`config.mk`:
```
export PLATFORM = sky130hd
export DESIGN_NAME = piso_serializer
export DESIGN_NICKNAME = d
export VERILOG_FILES = /design/src/rtl/piso_serializer_pkg.sv /design/src/rtl/piso_serializer_hold_reg.sv /design/src/rtl/piso_serializer.sv
export SDC_FILE = /design/constraint.sdc
export NUM_CORES = 1
export LEC_CHECK = 0
export BUFFER_PORTS_ARGS = -buffer_cell sky130_fd_sc_hd__buf_2
export CAP_MARGIN = 5
export CORE_MARGIN = 2
export CORE_UTILIZATION = 28
export DETAILED_ROUTE_END_ITERATION = 10
export GPL_ROUTABILITY_DRIVEN = 0
export HOLD_SLACK_MARGIN = 0.12
export PLACE_DENSITY_LB_ADDON = 0.12
export SLEW_MARGIN = 20
export SYNTH_ARGS = -nofsm -noshare
export SYNTH_HDL_FRONTEND = slang
export SYNTH_SLANG_ARGS = --single-unit
export TNS_END_PERCENT = 5
```
`constraint.sdc`:
```
create_clock -name clk -period 1.42 [get_ports clk]
set_clock_uncertainty 0.1 [all_clocks]
set_input_delay 0.213 -clock clk [delete_from_list [all_inputs] [get_ports clk]]
set_output_delay 0.213 -clock clk [all_outputs]
set_load 0.02 [all_outputs]
```
`src/rtl/piso_serializer_pkg.sv`:
```
// Shared types for the parallel-in/serial-out stage.
package piso_serializer_pkg;
  typedef enum logic {
    ST_IDLE  = 1'b0,
    ST_SHIFT = 1'b1
  } state_t;
endpackage

```
`src/rtl/piso_serializer_hold_reg.sv`:
```
// One-entry holding buffer; parks a word while the shifter is busy.
module piso_hold_reg #(
  parameter int WIDTH = 4
) (
  input  logic             clk,
  input  logic             rst,
  input  logic             wr_en,
  input  logic [WIDTH-1:0] wr_data,
  input  logic             rd_en,
  output logic [WIDTH-1:0] rd_data,
  output logic             full
);
  always_ff @(posedge clk or posedge rst) begin
    if (rst) begin
      rd_data <= '0;
      full    <= 1'b0;
    end else if (wr_en) begin
      rd_data <= wr_data;
      full    <= 1'b1;
    end else if (rd_en) begin
      full    <= 1'b0;
    end
  end
endmodule

```
`src/rtl/piso_serializer.sv`:
```
// MSB-first serializer with a one-word holding buffer for gapless streaming.
module piso_serializer
  import piso_serializer_pkg::*;
#(
  parameter int   WIDTH      = 4,
  parameter logic IDLE_LEVEL = 1'b0
) (
  input  logic             clk,
  input  logic             rst,
  input  logic [WIDTH-1:0] in_data,
  input  logic             in_valid,
  output logic             in_ready,
  output logic             SO,
  output logic             so_valid,
  output logic             frame_start,
  output logic             busy
);
  localparam int CW = $clog2(WIDTH);
  localparam logic [CW-1:0] LAST = CW'(WIDTH - 1);

  state_t           state;
  logic [WIDTH-1:0] shreg;
  logic [CW-1:0]    cnt;
  logic             hold_full;
  logic [WIDTH-1:0] hold_data;
  logic             xfer, last, wr_en, rd_en, load_now;
  logic [WIDTH-1:0] load_word;

  assign in_ready = ~hold_full;
  assign xfer     = in_valid & in_ready;
  assign last     = (state == ST_SHIFT) && (cnt == LAST);
  // A word accepted on the last-bit edge bypasses the buffer.
  assign wr_en    = xfer & (state == ST_SHIFT) & ~last;
  assign rd_en    = last & hold_full;

  always_comb begin
    load_word = hold_full ? hold_data : in_data;
    load_now  = 1'b0;
    case (state)
      ST_IDLE:  load_now = xfer;
      ST_SHIFT: load_now = last & (hold_full | xfer);
      default:  load_now = 1'b0;
    endcase
  end

  piso_hold_reg #(.WIDTH(WIDTH)) u_hold (
    .clk     (clk),
    .rst     (rst),
    .wr_en   (wr_en),
    .wr_data (in_data),
    .rd_en   (rd_en),
    .rd_data (hold_data),
    .full    (hold_full)
  );

  always_ff @(posedge clk or posedge rst) begin
    if (rst) begin
      state       <= ST_IDLE;
      shreg       <= '0;
      cnt         <= '0;
      SO          <= IDLE_LEVEL;
      so_valid    <= 1'b0;
      frame_start <= 1'b0;
      busy        <= 1'b0;
    end else if (load_now) begin
      state       <= ST_SHIFT;
      shreg       <= load_word;
      cnt         <= '0;
      SO          <= load_word[WIDTH-1];
      so_valid    <= 1'b1;
      frame_start <= 1'b1;
      busy        <= 1'b1;
    end else begin
      case (state)
        ST_SHIFT: begin
          if (!last) begin
            shreg       <= shreg << 1;
            cnt         <= cnt + 1'b1;
            SO          <= shreg[WIDTH-2];
            so_valid    <= 1'b1;
            frame_start <= 1'b0;
            busy        <= 1'b1;
          end else begin
            state       <= ST_IDLE;
            SO          <= IDLE_LEVEL;
            so_valid    <= 1'b0;
            frame_start <= 1'b0;
            busy        <= 1'b0;
          end
        end
        default: begin
          state       <= ST_IDLE;
          SO          <= IDLE_LEVEL;
          so_valid    <= 1'b0;
          frame_start <= 1'b0;
          busy        <= 1'b0;
        end
      endcase
    end
  end
endmodule

```
# Word level (Yosys, flattened, before mapping)
# Cells that the tools add are included.
[word_totals]
word_cells = 40
register_bits = 13
input_bits = 7
[op_classes]
mux = 17
addsub = 1
eq_ne = 2
bitwise = 9
n_reduce_logical = 4
[ops]
columns = ["cell", "count"]
rows = [
  ["1-bit two-way mux", 9],
  ["3-bit two-way mux", 3],
  ["2-bit two-way mux", 3],
  ["1-bit AND", 5],
  ["4-bit two-way mux", 1],
  ["2-bit nonzero test", 2],
  ["1-bit inverter", 3],
  ["2-bit by 1-bit adder with 2-bit output, second input constant", 1],
  ["2-bit equality test, second input constant", 1],
  ["2-bit by 1-bit inequality test with 1-bit output, second input constant", 1],
  ["1-bit one-hot mux with 2 select lines", 1],
  ["2-bit AND reduction", 1],
  ["1-bit logical AND", 1],
  ["1-bit bitwise OR", 1],
]

# Longest topological paths before layout
# Gate-level depths: netlist of run 1.
[depth]
ltp_word = 7
depth_mapped = 5

# By module
# A second synthesis of run 1 with hierarchy kept.
[unflattened]
hier_cells = 51
hier_area_um2 = 626.9
[modules_own_cells]
columns = ["module", "seq_area_each_um2", "cells_per_inst", "area_each_um2", "instances"]
rows = [
  ["piso_serializer", 200.2, 39, 440.4, 1],
  ["piso_hold_reg", 125.1, 12, 186.4, 1],
]

# Worst setup path after synthesis of run 1
# OpenSTA, ideal clock, no wires.
[synth_path]
path_kind = "flip-flop to flip-flop"
from = "register cnt[0]"
to = "register u_hold.rd_data[0]"
path_stages_with_launch = 5
setup_ns = 0.125
arrival_time_ns = 1.281
n_path_buf = 1
setup_slack_ns = -0.086
required_time_ns = 1.195
period_less_slack_ns = 1.506
path_cell_list = "dfrtp_1 ha_1 buf_2 nor3_4 mux2_2"
[synth_between]
elab_chain_len = 4
[synth_rtl]
columns = ["item", "line_no", "rtl"]
rows = [
  ["start, declared", "piso_serializer.sv:23", "logic [CW-1:0] cnt;"],
  ["start signal, assigned", "piso_serializer.sv:78", "cnt <= cnt + 1'b1;"],
  ["2-bit equality test", "piso_serializer.sv:31", "assign last = (state == ST_SHIFT) && (cnt == LAST);"],
  ["1-bit logical AND", "piso_serializer.sv:31", ""],
  ["1-bit inverter", "piso_serializer.sv:33", "assign wr_en = xfer & (state == ST_SHIFT) & ~last;"],
  ["1-bit AND", "piso_serializer.sv:33", ""],
  ["end signal, assigned", "piso_serializer_hold_reg.sv:18", "rd_data <= wr_data;"],
  ["end, declared", "piso_serializer_hold_reg.sv:10", "output logic [WIDTH-1:0] rd_data,"],
]
# No other way between the ends.
# A chain may end at the register's enable or synchronous reset.

# Final worst setup path of run 1
[layout_path]
from = "register cnt[1]"
to = "register u_hold.rd_data[2]"
# Same word-level chain as after synthesis.

==> results of run 1 <==
sequential cells by signal, indices dropped and copies added, names as in the netlist:
name / flops
state: 1
u_hold.rd_data: 4
shreg: 3
u_hold.full: 1
SO: 1
cnt: 2
frame_start: 1
layout make-up:
class	instances	area share (%)
inverter	5	2.13
clock buffer	4	2.99
timing repair buffer	25	20.3
multi-input combinational	33	33.4
tap	28	3.98
sequential	13	37.1
worst max-delay path, stage by stage, from the launching register on:
cell     delay, ns
dfrtp_1       0.42
ha_4          0.18
nor3_4        0.19
buf_6         0.14
mux2_4        0.29
power breakdown:
part	total (mW)	leakage, nW	internal [mW]	switching (mW)
clock network	0.234	0.0150	0.109	0.125
logic	0.969	0.262	0.529	0.441
registers	0.670	0.158	0.543	0.127
total	1.87	0.434	1.18	0.692
what timing repair did:
item,CTS,global route
pin swaps,2,3
buffers inserted,1,3
gates resized for setup,1,4
hold buffers,5,0
hold endpoints to repair,17,0
endpoints found under the setup margin,5,10
worst paths after layout:
kind	slack [ns]	cells after the start	startpoint	to
min	0.20	3	in_valid	u_hold.full
max	-0.03	4	cnt[1]	u_hold.rd_data[2]
min reg2reg	0.41	1	shreg[0]	shreg[0]
min in group asynchronous	0.41	3	rst	frame_start
max in group asynchronous	0.44	3	rst	u_hold.full
max reg2reg	-0.03	4	cnt[1]	u_hold.rd_data[2]
Yosys cell counts (all sizes together):
cell | count | share of area [%]
nor2 | 2 | 1.2
o2bb2ai | 1 | 1.4
nor2b | 3 | 3.0
a21boi | 1 | 1.8
ha | 1 | 2.0
o32ai | 2 | 2.8
a22oi | 1 | 1.2
a31oi | 2 | 2.0
inv | 5 | 3.0
mux2i | 2 | 3.2
nand2b | 2 | 3.2
nand2 | 3 | 1.8
o22ai | 2 | 2.0
a21oi | 2 | 1.6
nor3 | 1 | 2.6
o21ai | 1 | 0.79
mux2 | 5 | 8.9
a21o | 1 | 1.2
dfrtp | 13 | 51
buf | 3 | 3.8
a22o | 1 | 1.4
per-layer routing:
metal  GRT usage (%)  vias to the layer above
met5               0                        -
met4            7.89                        0
met3            1.72                        4
met2            18.2                       11
met1            17.9                      241
li1                -                      241
logic make-up after synthesis:
group / count (synthesis) / share of synthesized area [%]
AOI/OAI and AO/OA: 14 / 16.0
DFF: 13 / 51.5
and+or+nand+nor: 11 / 11.7
buffers and inverters: 8 / 6.73
muxes: 7 / 12.1
adders and majority gates: 1 / 1.98
through the flow:
stage | utilization, % | area, um^2 | power (mW)
CTS | 39.0 | 847 | 1.84
global route | 40.5 | 880 | 2.04
floorplan | - | 656 | 1.32
detailed placement | 34.7 | 753 | 1.54
finish | 40.5 | 880 | 1.87
global placement | 34.7 | 753 | 1.54
==> out/metrics.cfg, run 1 <==
[outcome]
status = finished with violations
violations = negative setup slack

[final_layout]
layout_common_cells = dfrtp_1, buf_2, buf_4
multi_input_area_um2 = 294
drive_above_1_share_pct = 42.5
regArea_um2 = 327
area_growth_syn_to_layout_pct = 39.2
n_fill_cell = 238
mostFrequentLayoutCell = dfrtp_1
nNetsFinal = 89
diodes = 0
fin_cells = 108

[critical_path]
start_kind = flip-flop
worstSetupPathType = flip-flop to flip-flop
cp-end-kind = flip-flop
critPathArrivalTime_ns = 1.51
critPathMaxFanout = 3
worstPathRequired_ns = 1.48

[logic_synthesis]
syn_area_um2 = 632
synth_nets = 62
synth_cell_types = 24
synth-seq-cells = 13
netlist_instances = 54
yosysSeqAreaShare_pct = 51.5
yosys_warnings = 0
syn_area_per_cell_um2 = 11.7

[clock_network]
cts_tree = yes
clock_sinks = 13
clkLatencyLatePin_ns = 0.28
cts_buffers = 3
root_buffer = clkbuf_4
path_clk_slew_ns = 0.09
h-tree-depth = 1
cts_buffer_depth = 2

[global_routing]
antenna_found_initial = 0
grt_pass1_vias = 495
grt_pass1_wl_um = 2390
grtUsageTotal_pct = 12.7
grt_start_max_net_pins = 14
grt-ovfl-total = 0

[detailed_routing]
drt_iter0_markers = 2
met3_length_um = 54
first_pass_iters = 3
finalWirelength_um = 1370
drc = 0
met2_length_um = 608
wirelength_met1_um = 675
antenna_left = 0
viasPerCell = 4.60
vias = 497
wire_per_inst_um = 12.7
highest_layer = met4

[floorplanning]
core_um2 = 2170
die_h_um = 51.5
die_area_um2 = 2650
num_rows = 17
die_w_um = 51.5
initial_core_util_pct = 29.1
ios = 12

[timing]
worstMarginPinSlew_ns = 0.512
finalHoldViolations = 0
relSlewSlack_pct = 65.9
fin_crit_sh_pct = 102
finalSetupViolations = 4
fmax_ghz = 0.691
setup_ws_ns = -0.0274
drv_slew = 0
holdWs_ns = 0.197
grt_setup_unrepaired = true
tns_ns = -0.0995
post-route-min-period_ns = 1.45

[power_and_ir_drop]
cellPowerDensity_nw_per_um2 = 2130
p_leak_nw = 0.434
irDropWorstVdd_uv = 820

[min_path]
min_path_type = input pin to flip-flop

[run]
maxCapViolCount = 0

[placed_design]
place_inst = 95
dp_hpwl_um = 956
post-place-ws_ns = -0.0484
port-buffer-count = 11

(Power assumes the default switching activity.)
==> run 2, diff against run 1 <==
--- a/config.mk
+++ b/config.mk
@@ -5,11 +5,11 @@
 export SDC_FILE = /design/constraint.sdc
 export NUM_CORES = 1
 export LEC_CHECK = 0
-export BUFFER_PORTS_ARGS = -buffer_cell sky130_fd_sc_hd__buf_2
 export CAP_MARGIN = 5
 export CORE_MARGIN = 2
 export CORE_UTILIZATION = 28
 export DETAILED_ROUTE_END_ITERATION = 10
+export DONT_BUFFER_PORTS = 1
 export GPL_ROUTABILITY_DRIVEN = 0
 export HOLD_SLACK_MARGIN = 0.12
 export PLACE_DENSITY_LB_ADDON = 0.12
==> run 2 against run 1 <==
  * The run now ends clean
  * Highest routed layer unchanged
  * Critical endpoint is now u_hold.rd_data[3]
  * Via count is 8.2% lower
  * Fmax is 3.2% higher
  * Largest cell class unchanged
  * Die area stayed put
==> out/metrics.cfg, run 2 (synthesis results as in run 1) <==
[outcome]
status = finished clean  ; was finished with violations

[placed_design]
place_inst = 87  ; was 95
port-buffer-count = 0  ; was 11
dp_hpwl_um = 879  ; was 956 um
post-place-ws_ns = -0.0371  ; was -0.0484 ns

[timing]
finalHoldViolations = 0  ; unchanged
fin_crit_sh_pct = 98.7  ; was 102%
finalSetupViolations = 0  ; was 4
drv_slew = 0  ; unchanged
setup_ws_ns = 0.0181  ; was -0.0274 ns
fmax_ghz = 0.713  ; was 0.691 GHz
grt_setup_unrepaired = true  ; unchanged
post-route-min-period_ns = 1.40  ; was 1.45 ns
relSlewSlack_pct = 64.4  ; was 65.9%
worstMarginPinSlew_ns = 0.533  ; was 0.512 ns

[detailed_routing]
drt_iter0_markers = 2  ; unchanged
finalWirelength_um = 1300  ; was 1370 um
wire_per_inst_um = 13.2  ; was 12.7 um
drc = 0  ; unchanged
viasPerCell = 4.65  ; was 4.60
antenna_left = 0  ; unchanged
vias = 456  ; was 497
first_pass_iters = 2  ; was 3

[global_routing]
grt.busiest_layer = met1  ; was met2
grt-ovfl-total = 0  ; unchanged
antenna_found_initial = 0  ; unchanged
grtUsageTotal_pct = 11.7  ; was 12.7%
grt_pass1_vias = 453  ; was 495
grt_start_max_net_pins = 14  ; unchanged
met3_usage_pct = 5.75  ; was 1.72%
met1_usage_pct = 16.2  ; was 17.9%
grt_pass1_wl_um = 2150  ; was 2390 um
gr-usage-met2_pct = 15.0  ; was 18.2%

[floorplanning]
die_area_um2 = 2650  ; unchanged
die_h_um = 51.5  ; unchanged
num_rows = 17  ; unchanged
core_um2 = 2170  ; unchanged
initial_core_util_pct = 29.1  ; unchanged
die_w_um = 51.5  ; unchanged
ios = 12  ; unchanged

[clock_network]
cts_buffers = 3  ; unchanged
cts_buffer_depth = 2  ; unchanged
h-tree-depth = 1  ; unchanged
root_buffer = clkbuf_4  ; unchanged
cts_tree = yes  ; unchanged
clkLatencyLatePin_ns = 0.28  ; about the same
clock_sinks = 13  ; unchanged
cts_setup_buffers = 0  ; was 1
path_clk_slew_ns = 0.08  ; was 0.09 ns

[final_layout]
area_growth_syn_to_layout_pct = 32.1  ; was 39.2%
layout_common_cells = dfrtp_1, dlygate4sd3_1, buf_4  ; was dfrtp_1, buf_2, buf_4
diodes = 0  ; unchanged
fin_cells = 98  ; was 108
regMostFlops = u_hold.rd_data  ; unchanged
drive_above_1_share_pct = 31.4  ; was 42.5%
nNetsFinal = 79  ; was 89
largest_register_ffs = 4  ; unchanged
reg_top3 = u_hold.rd_data (4), shreg (3), cnt (2)  ; unchanged
mostFrequentLayoutCell = dfrtp_1  ; unchanged

[critical_path]
start_kind = flip-flop  ; unchanged
critPathMaxFanout = 4  ; was 3
worstPathRequired_ns = 1.49  ; was 1.48 ns
critPathArrivalTime_ns = 1.47  ; was 1.51 ns
slowest_stage = dfrtp_1  ; unchanged
cp_slowest_stage_delay_ns = 0.41  ; was 0.42 ns
crit_buf_inv = 0  ; was 1
crit_family = flip-flops  ; unchanged
path_cells = ha_4 > nor3_4 > mux2_4  ; was ha_4 > nor3_4 > buf_6 > mux2_4
cp-end-kind = flip-flop  ; unchanged
worstSetupPathType = flip-flop to flip-flop  ; unchanged

[power_and_ir_drop]
cellPowerDensity_nw_per_um2 = 2200  ; was 2130 nW/um^2
irDropWorstVdd_uv = 1020  ; was 820 uV
p_leak_nw = 0.391  ; was 0.434 nW

[min_path]
min_path_type = input pin to flip-flop  ; unchanged

[run]
maxCapViolCount = 0  ; unchanged

==> run 2: what timing repair did <==
item | in CTS | in global routing
pin swaps | 1 | 1
hold endpoints to repair | 22 | 0
gates resized for setup | 2 | 2
hold buffers | 7 | 0
setup endpoints to repair | 5 | 9
==> run 2: worst register-to-register path, delay by kind of cell (launching register included) <==
kind,cells,cell delay (ns)
adders and majority gates,1,0.18
and+or+nand+nor,1,0.26
DFF,1,0.41
muxes,1,0.34
==> run 2: path summary, 6_finish.rpt <==
kind / cells past startpoint / end / slack [ns] / start
max: 3 / u_hold.rd_data[3] / 0.02 / cnt[1]
min: 3 / u_hold.rd_data[2] / 0.20 / in_valid
max reg2reg: 3 / u_hold.rd_data[3] / 0.02 / cnt[1]
min reg2reg: 1 / shreg[0] / 0.39 / shreg[0]
max in group asynchronous: 2 / state / 0.54 / rst
min in group asynchronous: 2 / frame_start / 0.30 / rst
==> run 2: final cells by class <==
class / count / area (um^2)
flip-flops and latches: 13 / 327
fillers: 226 / 1340
repair buffers: 15 / 134
clock buffers: 4 / 26.3
multi-input cells: 33 / 294
well taps: 28 / 35.0
inverters: 5 / 18.8
==> run 2: routing by layer <==
metal  vias up  share of wire, %  wire, um
met4         0               1.3        17
met3         3               7.0        91
li1        222                 -         -
met5         -                 0         0
met2        12                42       542
met1       219                50       645
==> run 2: where the power goes <==
group / internal (mW) / switching (mW)
Combinational: 0.503 / 0.400
Clock: 0.109 / 0.121
Sequential: 0.543 / 0.156
Total: 1.16 / 0.677
==> run 2: per-stage QoR <==
stage	hold slack, ns	TNS [ns]	utilization [%]	power, mW	cell area, um^2
after floorplan	-0.0100	-0.303	-	1.32	656
after global placement	0.0692	-0.119	33.2	1.55	721
after detailed placement	0.0633	-0.142	33.2	1.54	721
after CTS	0.184	0	37.9	1.82	823
after global routing	0.197	-0.206	38.5	1.97	835
final	0.201	0	38.5	1.83	835
